==> config.mk <==
export PLATFORM = sky130hd
export DESIGN_NAME = spi_bus_arbiter
export DESIGN_NICKNAME = d
export VERILOG_FILES = /design/src/rtl/spi_arb_pkg.sv /design/src/rtl/spi_bus_arbiter_rr_pick.sv /design/src/rtl/spi_bus_arbiter.sv
export SDC_FILE = /design/constraint.sdc
export NUM_CORES = 1
export LEC_CHECK = 0
export ABC_AREA = 1
export CAP_MARGIN = 20
export CORE_MARGIN = 4
export CORE_UTILIZATION = 46
export DETAILED_ROUTE_END_ITERATION = 8
export PLACE_DENSITY = 0.89
export SYNTH_ARGS = -nofsm -noshare
export SYNTH_HDL_FRONTEND = slang
export SYNTH_SLANG_ARGS = --single-unit
==> constraint.sdc <==
create_clock -name CLK50MHZ -period 1.7 [get_ports CLK50MHZ]
set_input_delay 0.51 -clock CLK50MHZ [delete_from_list [all_inputs] [get_ports CLK50MHZ]]
set_output_delay 0.51 -clock CLK50MHZ [all_outputs]
set_load 0.01 [all_outputs]
==> src/rtl/spi_arb_pkg.sv <==
// -----------------------------------------------------------------------------
// spi_arb_pkg
//   Shared definitions for the SPI bus arbiter: requester indices, FSM state
//   encodings, the "no owner yet" marker and small index helpers used by both
//   the top level and the round-robin picker.
// -----------------------------------------------------------------------------
package spi_arb_pkg;

    // Requester indices; bit order of every 3-bit request/grant vector.
    localparam int         NUM_REQ    = 3;
    localparam logic [1:0] REQ_AMP    = 2'd0;
    localparam logic [1:0] REQ_ADC    = 2'd1;
    localparam logic [1:0] REQ_DAC    = 2'd2;
    localparam logic [1:0] OWNER_NONE = 2'd3;

    // Arbiter FSM state encodings (plain constants for legacy tools).
    localparam logic [1:0] ST_IDLE  = 2'd0;
    localparam logic [1:0] ST_GRANT = 2'd1;
    localparam logic [1:0] ST_GAP   = 2'd2;

    typedef logic [NUM_REQ-1:0] req_vec_t;

    // Next round-robin position after idx (amp -> adc -> dac -> amp).
    function automatic logic [1:0] rr_next(input logic [1:0] idx);
        logic [1:0] nxt;
        case (idx)
            REQ_AMP: nxt = REQ_ADC;
            REQ_ADC: nxt = REQ_DAC;
            REQ_DAC: nxt = REQ_AMP;
            default: nxt = REQ_AMP;
        endcase
        return nxt;
    endfunction

    // One-hot vector for a requester index; OWNER_NONE maps to all zeros.
    function automatic req_vec_t idx_onehot(input logic [1:0] idx);
        req_vec_t vec;
        case (idx)
            REQ_AMP: vec = 3'b001;
            REQ_ADC: vec = 3'b010;
            REQ_DAC: vec = 3'b100;
            default: vec = 3'b000;
        endcase
        return vec;
    endfunction

    // Select one bit of a request vector by index; OWNER_NONE reads as 0.
    function automatic logic idx_bit(input req_vec_t vec, input logic [1:0] idx);
        logic b;
        case (idx)
            REQ_AMP: b = vec[0];
            REQ_ADC: b = vec[1];
            REQ_DAC: b = vec[2];
            default: b = 1'b0;
        endcase
        return b;
    endfunction

endpackage

==> src/rtl/spi_bus_arbiter_rr_pick.sv <==
// -----------------------------------------------------------------------------
// rr_pick
//   Combinational round-robin picker. Returns the first eligible requester at
//   or after the pointer, scanning amp -> adc -> dac -> amp.
//   Ports:
//     req     in  3  raw request levels
//     masked  in  3  requesters excluded from this pick
//     pointer in  2  index where the scan starts (values above dac start at amp)
//     valid   out 1  at least one eligible requester
//     index   out 2  chosen requester, OWNER_NONE when valid is low
// -----------------------------------------------------------------------------
module rr_pick
    import spi_arb_pkg::*;
(
    input  logic [2:0] req,
    input  logic [2:0] masked,
    input  logic [1:0] pointer,
    output logic       valid,
    output logic [1:0] index
);

    req_vec_t elig_s;

    assign elig_s = req & ~masked;
    assign valid  = |elig_s;

    // Rotating priority scan starting from the pointer position.
    always_comb begin
        index = OWNER_NONE;
        case (pointer)
            REQ_ADC: begin
                if (elig_s[1])      index = REQ_ADC;
                else if (elig_s[2]) index = REQ_DAC;
                else if (elig_s[0]) index = REQ_AMP;
                else                index = OWNER_NONE;
            end
            REQ_DAC: begin
                if (elig_s[2])      index = REQ_DAC;
                else if (elig_s[0]) index = REQ_AMP;
                else if (elig_s[1]) index = REQ_ADC;
                else                index = OWNER_NONE;
            end
            default: begin
                if (elig_s[0])      index = REQ_AMP;
                else if (elig_s[1]) index = REQ_ADC;
                else if (elig_s[2]) index = REQ_DAC;
                else                index = OWNER_NONE;
            end
        endcase
    end

endmodule

==> src/rtl/spi_bus_arbiter.sv <==
// -----------------------------------------------------------------------------
// spi_bus_arbiter
//   Shares one SPI bus between the amp-gain (bit0), ADC-capture (bit1) and
//   DAC-output (bit2) controllers. One owner at a time, round-robin order,
//   an idle gap of GAP_CYCLES between owners, and SCK/MOSI/MISO steered to and
//   from the owner only.
//
//   Parameters:
//     GAP_CYCLES     idle cycles between a release and the next grant (1..15)
//     TIMEOUT_CYCLES longest allowed grant when the timeout is built (1..65535)
//
//   Optional feature: define SPI_ARB_TIMEOUT_EN to bound every grant to
//   TIMEOUT_CYCLES cycles; a revoked requester is locked out until it lowers
//   its req. Without the macro grants are unbounded and timeout_err is 0.
//
//   Ports:
//     CLK50MHZ    in  1  system clock, rising edge
//     RST         in  1  synchronous active-low reset
//     req         in  3  request levels
//     gnt         out 3  registered one-hot grant
//     req_sck     in  3  per-requester SCK
//     req_mosi    in  3  per-requester MOSI
//     req_miso    out 3  spi_miso routed to the granted requester only
//     spi_sck     out 1  SCK pin
//     spi_mosi    out 1  MOSI pin
//     spi_miso    in  1  MISO pin
//     busy        out 1  high in GRANT or GAP
//     owner       out 2  current/last owner, 3 until the first grant
//     timeout_err out 1  one-cycle pulse on a revoked grant
// -----------------------------------------------------------------------------
module spi_bus_arbiter
    import spi_arb_pkg::*;
#(
    parameter int GAP_CYCLES     = 2,
    parameter int TIMEOUT_CYCLES = 4096
) (
    input  logic       CLK50MHZ,
    input  logic       RST,
    input  logic [2:0] req,
    output logic [2:0] gnt,
    input  logic [2:0] req_sck,
    input  logic [2:0] req_mosi,
    output logic [2:0] req_miso,
    output logic       spi_sck,
    output logic       spi_mosi,
    input  logic       spi_miso,
    output logic       busy,
    output logic [1:0] owner,
    output logic       timeout_err
);

    if ((GAP_CYCLES < 1) || (GAP_CYCLES > 15)) begin : g_bad_gap
        $error("spi_bus_arbiter: GAP_CYCLES must be 1..15");
    end
    if ((TIMEOUT_CYCLES < 1) || (TIMEOUT_CYCLES > 65535)) begin : g_bad_timeout
        $error("spi_bus_arbiter: TIMEOUT_CYCLES must be 1..65535");
    end

    // The gap counter is loaded with GAP_CYCLES-1 and exits on zero, so the
    // FSM spends exactly GAP_CYCLES cycles in GAP.
    localparam logic [3:0] GAP_LOAD = 4'(GAP_CYCLES - 1);

    logic [1:0] state_r, state_s;
    req_vec_t   gnt_r, gnt_s;
    logic [1:0] owner_r, owner_s;
    logic [1:0] ptr_r, ptr_s;
    logic [3:0] gap_cnt_r, gap_cnt_s;
    logic       busy_r;

    logic       pick_valid_s;
    logic [1:0] pick_idx_s;
    logic       owner_req_s;
    logic       tmo_hit_s;
    req_vec_t   arb_mask_s;

    assign owner_req_s = idx_bit(req, owner_r);

    rr_pick u_rr_pick (
        .req     (req),
        .masked  (arb_mask_s),
        .pointer (ptr_r),
        .valid   (pick_valid_s),
        .index   (pick_idx_s)
    );

`ifdef SPI_ARB_TIMEOUT_EN
    localparam logic [15:0] TMO_LIMIT = 16'(TIMEOUT_CYCLES - 1);

    logic [15:0] tmo_cnt_r;
    req_vec_t    lock_r;
    logic        tmo_err_r;
    logic        revoke_s;

    // Counter value TIMEOUT_CYCLES-1 means the grant has been held for
    // TIMEOUT_CYCLES cycles when the current edge arrives.
    assign tmo_hit_s  = (tmo_cnt_r == TMO_LIMIT);
    assign revoke_s   = (state_r == ST_GRANT) && owner_req_s && tmo_hit_s;
    assign arb_mask_s = lock_r;
    assign timeout_err = tmo_err_r;

    // Grant-length counter, lockout of revoked requesters, error pulse.
    always_ff @(posedge CLK50MHZ) begin
        if (!RST) begin
            tmo_cnt_r <= 16'd0;
            lock_r    <= 3'b000;
            tmo_err_r <= 1'b0;
        end else begin
            if ((state_r == ST_GRANT) && (state_s == ST_GRANT)) begin
                tmo_cnt_r <= tmo_cnt_r + 16'd1;
            end else begin
                tmo_cnt_r <= 16'd0;
            end
            // A lock clears as soon as the requester is seen low.
            lock_r    <= (lock_r & req) | (revoke_s ? idx_onehot(owner_r) : 3'b000);
            tmo_err_r <= revoke_s;
        end
    end
`else
    assign tmo_hit_s   = 1'b0;
    assign arb_mask_s  = 3'b000;
    assign timeout_err = 1'b0;
`endif

    // Next-state logic for the IDLE/GRANT/GAP arbiter.
    always_comb begin
        state_s   = state_r;
        gnt_s     = gnt_r;
        owner_s   = owner_r;
        ptr_s     = ptr_r;
        gap_cnt_s = gap_cnt_r;
        case (state_r)
            ST_IDLE: begin
                if (pick_valid_s) begin
                    state_s = ST_GRANT;
                    gnt_s   = idx_onehot(pick_idx_s);
                    owner_s = pick_idx_s;
                    ptr_s   = rr_next(pick_idx_s);
                end else begin
                    gnt_s   = 3'b000;
                end
            end
            ST_GRANT: begin
                // Release wins over a timeout falling on the same edge.
                if (!owner_req_s || tmo_hit_s) begin
                    state_s   = ST_GAP;
                    gnt_s     = 3'b000;
                    gap_cnt_s = GAP_LOAD;
                end else begin
                    gnt_s     = gnt_r;
                end
            end
            ST_GAP: begin
                gnt_s = 3'b000;
                if (gap_cnt_r == 4'd0) begin
                    state_s = ST_IDLE;
                end else begin
                    gap_cnt_s = gap_cnt_r - 4'd1;
                end
            end
            default: begin
                state_s = ST_IDLE;
                gnt_s   = 3'b000;
            end
        endcase
    end

    // Arbiter state registers with synchronous active-low reset.
    always_ff @(posedge CLK50MHZ) begin
        if (!RST) begin
            state_r   <= ST_IDLE;
            gnt_r     <= 3'b000;
            owner_r   <= OWNER_NONE;
            ptr_r     <= REQ_AMP;
            gap_cnt_r <= 4'd0;
            busy_r    <= 1'b0;
        end else begin
            state_r   <= state_s;
            gnt_r     <= gnt_s;
            owner_r   <= owner_s;
            ptr_r     <= ptr_s;
            gap_cnt_r <= gap_cnt_s;
            busy_r    <= (state_s != ST_IDLE);
        end
    end

    // Pin steering is combinational from the registered grant so the owner
    // sees its own SCK/MOSI on the pins in the same cycle it drives them.
    assign gnt      = gnt_r;
    assign owner    = owner_r;
    assign busy     = busy_r;
    assign spi_sck  = |(gnt_r & req_sck);
    assign spi_mosi = |(gnt_r & req_mosi);
    assign req_miso = gnt_r & {3{spi_miso}};

endmodule

==> flow_summary_export.csv <==
group,metric,value,unit
synth,synth_most_common_cell,"nand2_1",
clock_network,cts_num_sinks,14,
routing,routed_via_density,4.769,
worst_setup_path,ff2ff_setup_slack,0.28,ns
worst_hold_path,min_from,"gap_cnt_r[0]",
global_routing,grt_overflow,0,
synth,ys_warn_count,0,
finish,n_antenna_cell,0,
floorplanning,rows,15,
clock_network,cts_tree,"yes",
worst_setup_path,r2r-start,"ptr_r[0]",
synth,synth_area_per_cell,6.547,um^2
timing,fin_tns_setup,0,ns
routing,drt-pass1-iter-count,4,
synth,synth-async-reset-ratio,0,%
worst_setup_path,r2r-end,"gnt[1]",
clock_network,clk_latency,0.28,ns
routing,drtIter0Drc,14,
place,dp_hpwl,1.660,mm
floorplanning,dieArea,0.002586,mm^2
global_routing,grt_start_max_net_pins,9,
power,total_power,0.9962,mW
worst_setup_path,startpoint_type,"input pin",
synth,synth.cell_area,844.6,um^2
floorplanning,io_pins,24,
synth,syn_nets,144,
power,p_leak,0.5622,nW
worst_setup_path,cp-end-kind,"primary output",
worst_setup_path,worstPathArrival,1.13,ns
floorplanning,core_area,0.001727,mm^2
clock_network,clkSlewWorstSetupHoldPaths,0.08,ns
worst_setup_path,path_cells,"dlygate4sd2_1 -> nand2_1 -> inv_1 -> clkdlybuf4s15_1",
global_routing,grt_pass1_wl,3.429,mm
timing,slew_violations,0,
place,place.gp.congestion,0.7459,
synth,yosys.area.top_type_share,33.19,%
routing,route.detailed.wl_per_inst,11.34,um
clock_network,htreeDepth,1,
worst_hold_path,hold_path_class,"register to register",
synth,synth-main-ff-cell,"dfxtp_1",
place,portBuffers,22,
synth,synth_common_cells,"nand2_1 (34), inv_1 (20), dfxtp_1 (14), a21oi_1 (11), nor2_1 (11)",
power,p_per_area,878.8,mW/mm^2
timing,whs,0.4726,ns
routing,routed_wl,2.063,mm
global_routing,antenna_found_initial,0,
routing,vias,868,
synth,ys_ff_latch,14,
worst_hold_path,hold_depth,2,
finish,multiInputGateArea,459.2,um^2
clock_network,postCtsSetupBuffers,0,
routing,route.detailed.drc,0,
worst_setup_path,worst-setup-path-type,"input pin to primary output",
synth,seq_area_frac_synth,33.19,%
synth,synth_cell_type_count,24,
timing,hold_violations,0,
clock_network,cts-root-buf,"clkbuf_4",
synth,postSynthCellCount,129,
timing,setup_viol,0,
finish,n_fill_cell,165,
timing,fin_crit,1.643,ns
synth,synth_edf_count,0,
timing,period_share,96.65,%
worst_setup_path,crit_fanout,3,
clock_network,numCtsBuffers,3,
finish,fin_nets,173,
finish,area_delta_synth_final,34.22,%
finish,drive_above_1_share,19.11,%
floorplanning,die_h,50.85,um
timing,clock.fmax,608.6,MHz
worst_setup_path,cp_slowest_stage_delay,0.26,ns
floorplanning,start_util,48.91,%
worst_hold_path,holdPathEnd,"gap_cnt_r[0]",
worst_setup_path,crit_slowest_cell,"dlygate4sd2_1",
global_routing,grt_pass1_vias,820,
synth,yosysTopAreaCell,"dfxtp_1",
power,irDropWorstVdd,0.0005869,V
floorplanning,fp.dieW,50.85,um
finish,seq_area,285.3,um^2
worst_setup_path,r2r_cells,9,
clock_network,clockBufferDepth,2,
job,maxCapViolations,0,
synth,synthTopCellsByArea,"dfxtp_1 (33%), nand2_1 (15%), inv_1 (8.9%)",
routing,ant_nets,0,
global_routing,track_usage,17.15,%
timing,rsz0062_at_grt,"false",
worst_setup_path,cp.required,1.19,ns
timing,skew,0.002765,ns
run_status,outcome,"complete, no violations",
[flip-flops by register name, summed over array words and instances, names as in the netlist]
| register | flops |
|---|---|
| ptr_r | 2 |
| gap_cnt_r | 4 |
| owner | 2 |
| gnt | 3 |
| state_r | 2 |
| busy | 1 |
[routing by layer]
metal,GRT usage (%),wire [um],vias to the layer above
li1,-,-,453
met2,31.52,1087,24
met1,19.32,860,388
met4,5.830,22,0
met3,3.790,93,3
met5,0,0,-
[cell usage in the layout (no fill, tap or decap)]
master / count
a21oi_1: 11
buf_2: 2
buf_4: 4
clkbuf_4: 3
clkbuf_8: 1
clkdlybuf4s15_1: 1
clkdlybuf4s15_2: 2
clkdlybuf4s50_1: 5
clkinv_1: 2
conb_1: 1
dfxtp_1: 10
dfxtp_2: 4
dlygate4sd2_1: 12
ha_1: 3
inv_1: 20
inv_2: 3
nand2_1: 34
nand2_2: 5
nand3_1: 8
nand3_2: 2
nand3_4: 1
nor2_1: 11
nor2_2: 2
nor3_1: 1
o211ai_1: 1
o21a_1: 1
o21ai_0: 1
o21ai_1: 3
o21bai_1: 1
o21bai_4: 1
or2_1: 1
[report_power, final]
part	internal [mW]	total, mW	switching, mW
registers	0.371	0.404	0.0326
logic	0.149	0.350	0.201
clock network	0.131	0.243	0.112
[critical path, delay by kind of cell]
family,cells,cell delay (ns)
AND/OR/NAND/NOR,1,0.08
buffers and inverters,3,0.55
[stage by stage]
| step | cell area (um^2) | utilization (%) | cells | setup WS, ns |
|---|---|---|---|---|
| after floorplan | 844.6 | - | 129 | 0.4309 |
| after global routing | 1134 | 65.65 | 182 | 0.007178 |
| after CTS | 1134 | 65.65 | 182 | 0.05967 |
| final | 1134 | 65.65 | 182 | 0.05698 |
| after global placement | 1115 | 64.57 | 178 | -0.4636 |
| after detailed placement | 1115 | 64.57 | 178 | -0.5208 |
[worst max-delay path by stage]
stage                  start          end  slack [ns]
floorplan           ptr_r[0]       gnt[2]        0.43
global placement    spi_miso  req_miso[2]       -0.46
detailed placement  spi_miso  req_miso[1]       -0.52
CTS                 spi_miso  req_miso[2]        0.06
global route        spi_miso  req_miso[1]       0.007
finish              spi_miso  req_miso[0]        0.06
[cells by family (layout without fill, tap and decap cells)]
group,Yosys count,in the layout,share of synthesized area [%]
flops,14,14,33.19
other cells,1,1,0.4440
compound gates,19,19,13.78
buf+inv,27,55,12.44
fa+ha+maj,3,3,4.445
simple gates,65,65,35.70
[timing repair]
action / CTS / global route
gates resized for setup: 32 / 0
hold buffers: 0 / 0
endpoints found under the setup margin: 10 / 0
[cell type report]
type                       instances  share of cell area [%]
multi-input combinational         88                   40.51
sequential                        14                   25.17
timing repair buffer              26                   20.09
inverter                          25                   8.278
clock buffer                       4                   3.201
tap                               25                   2.759
Note: power is estimated with default switching activity, not from simulation.
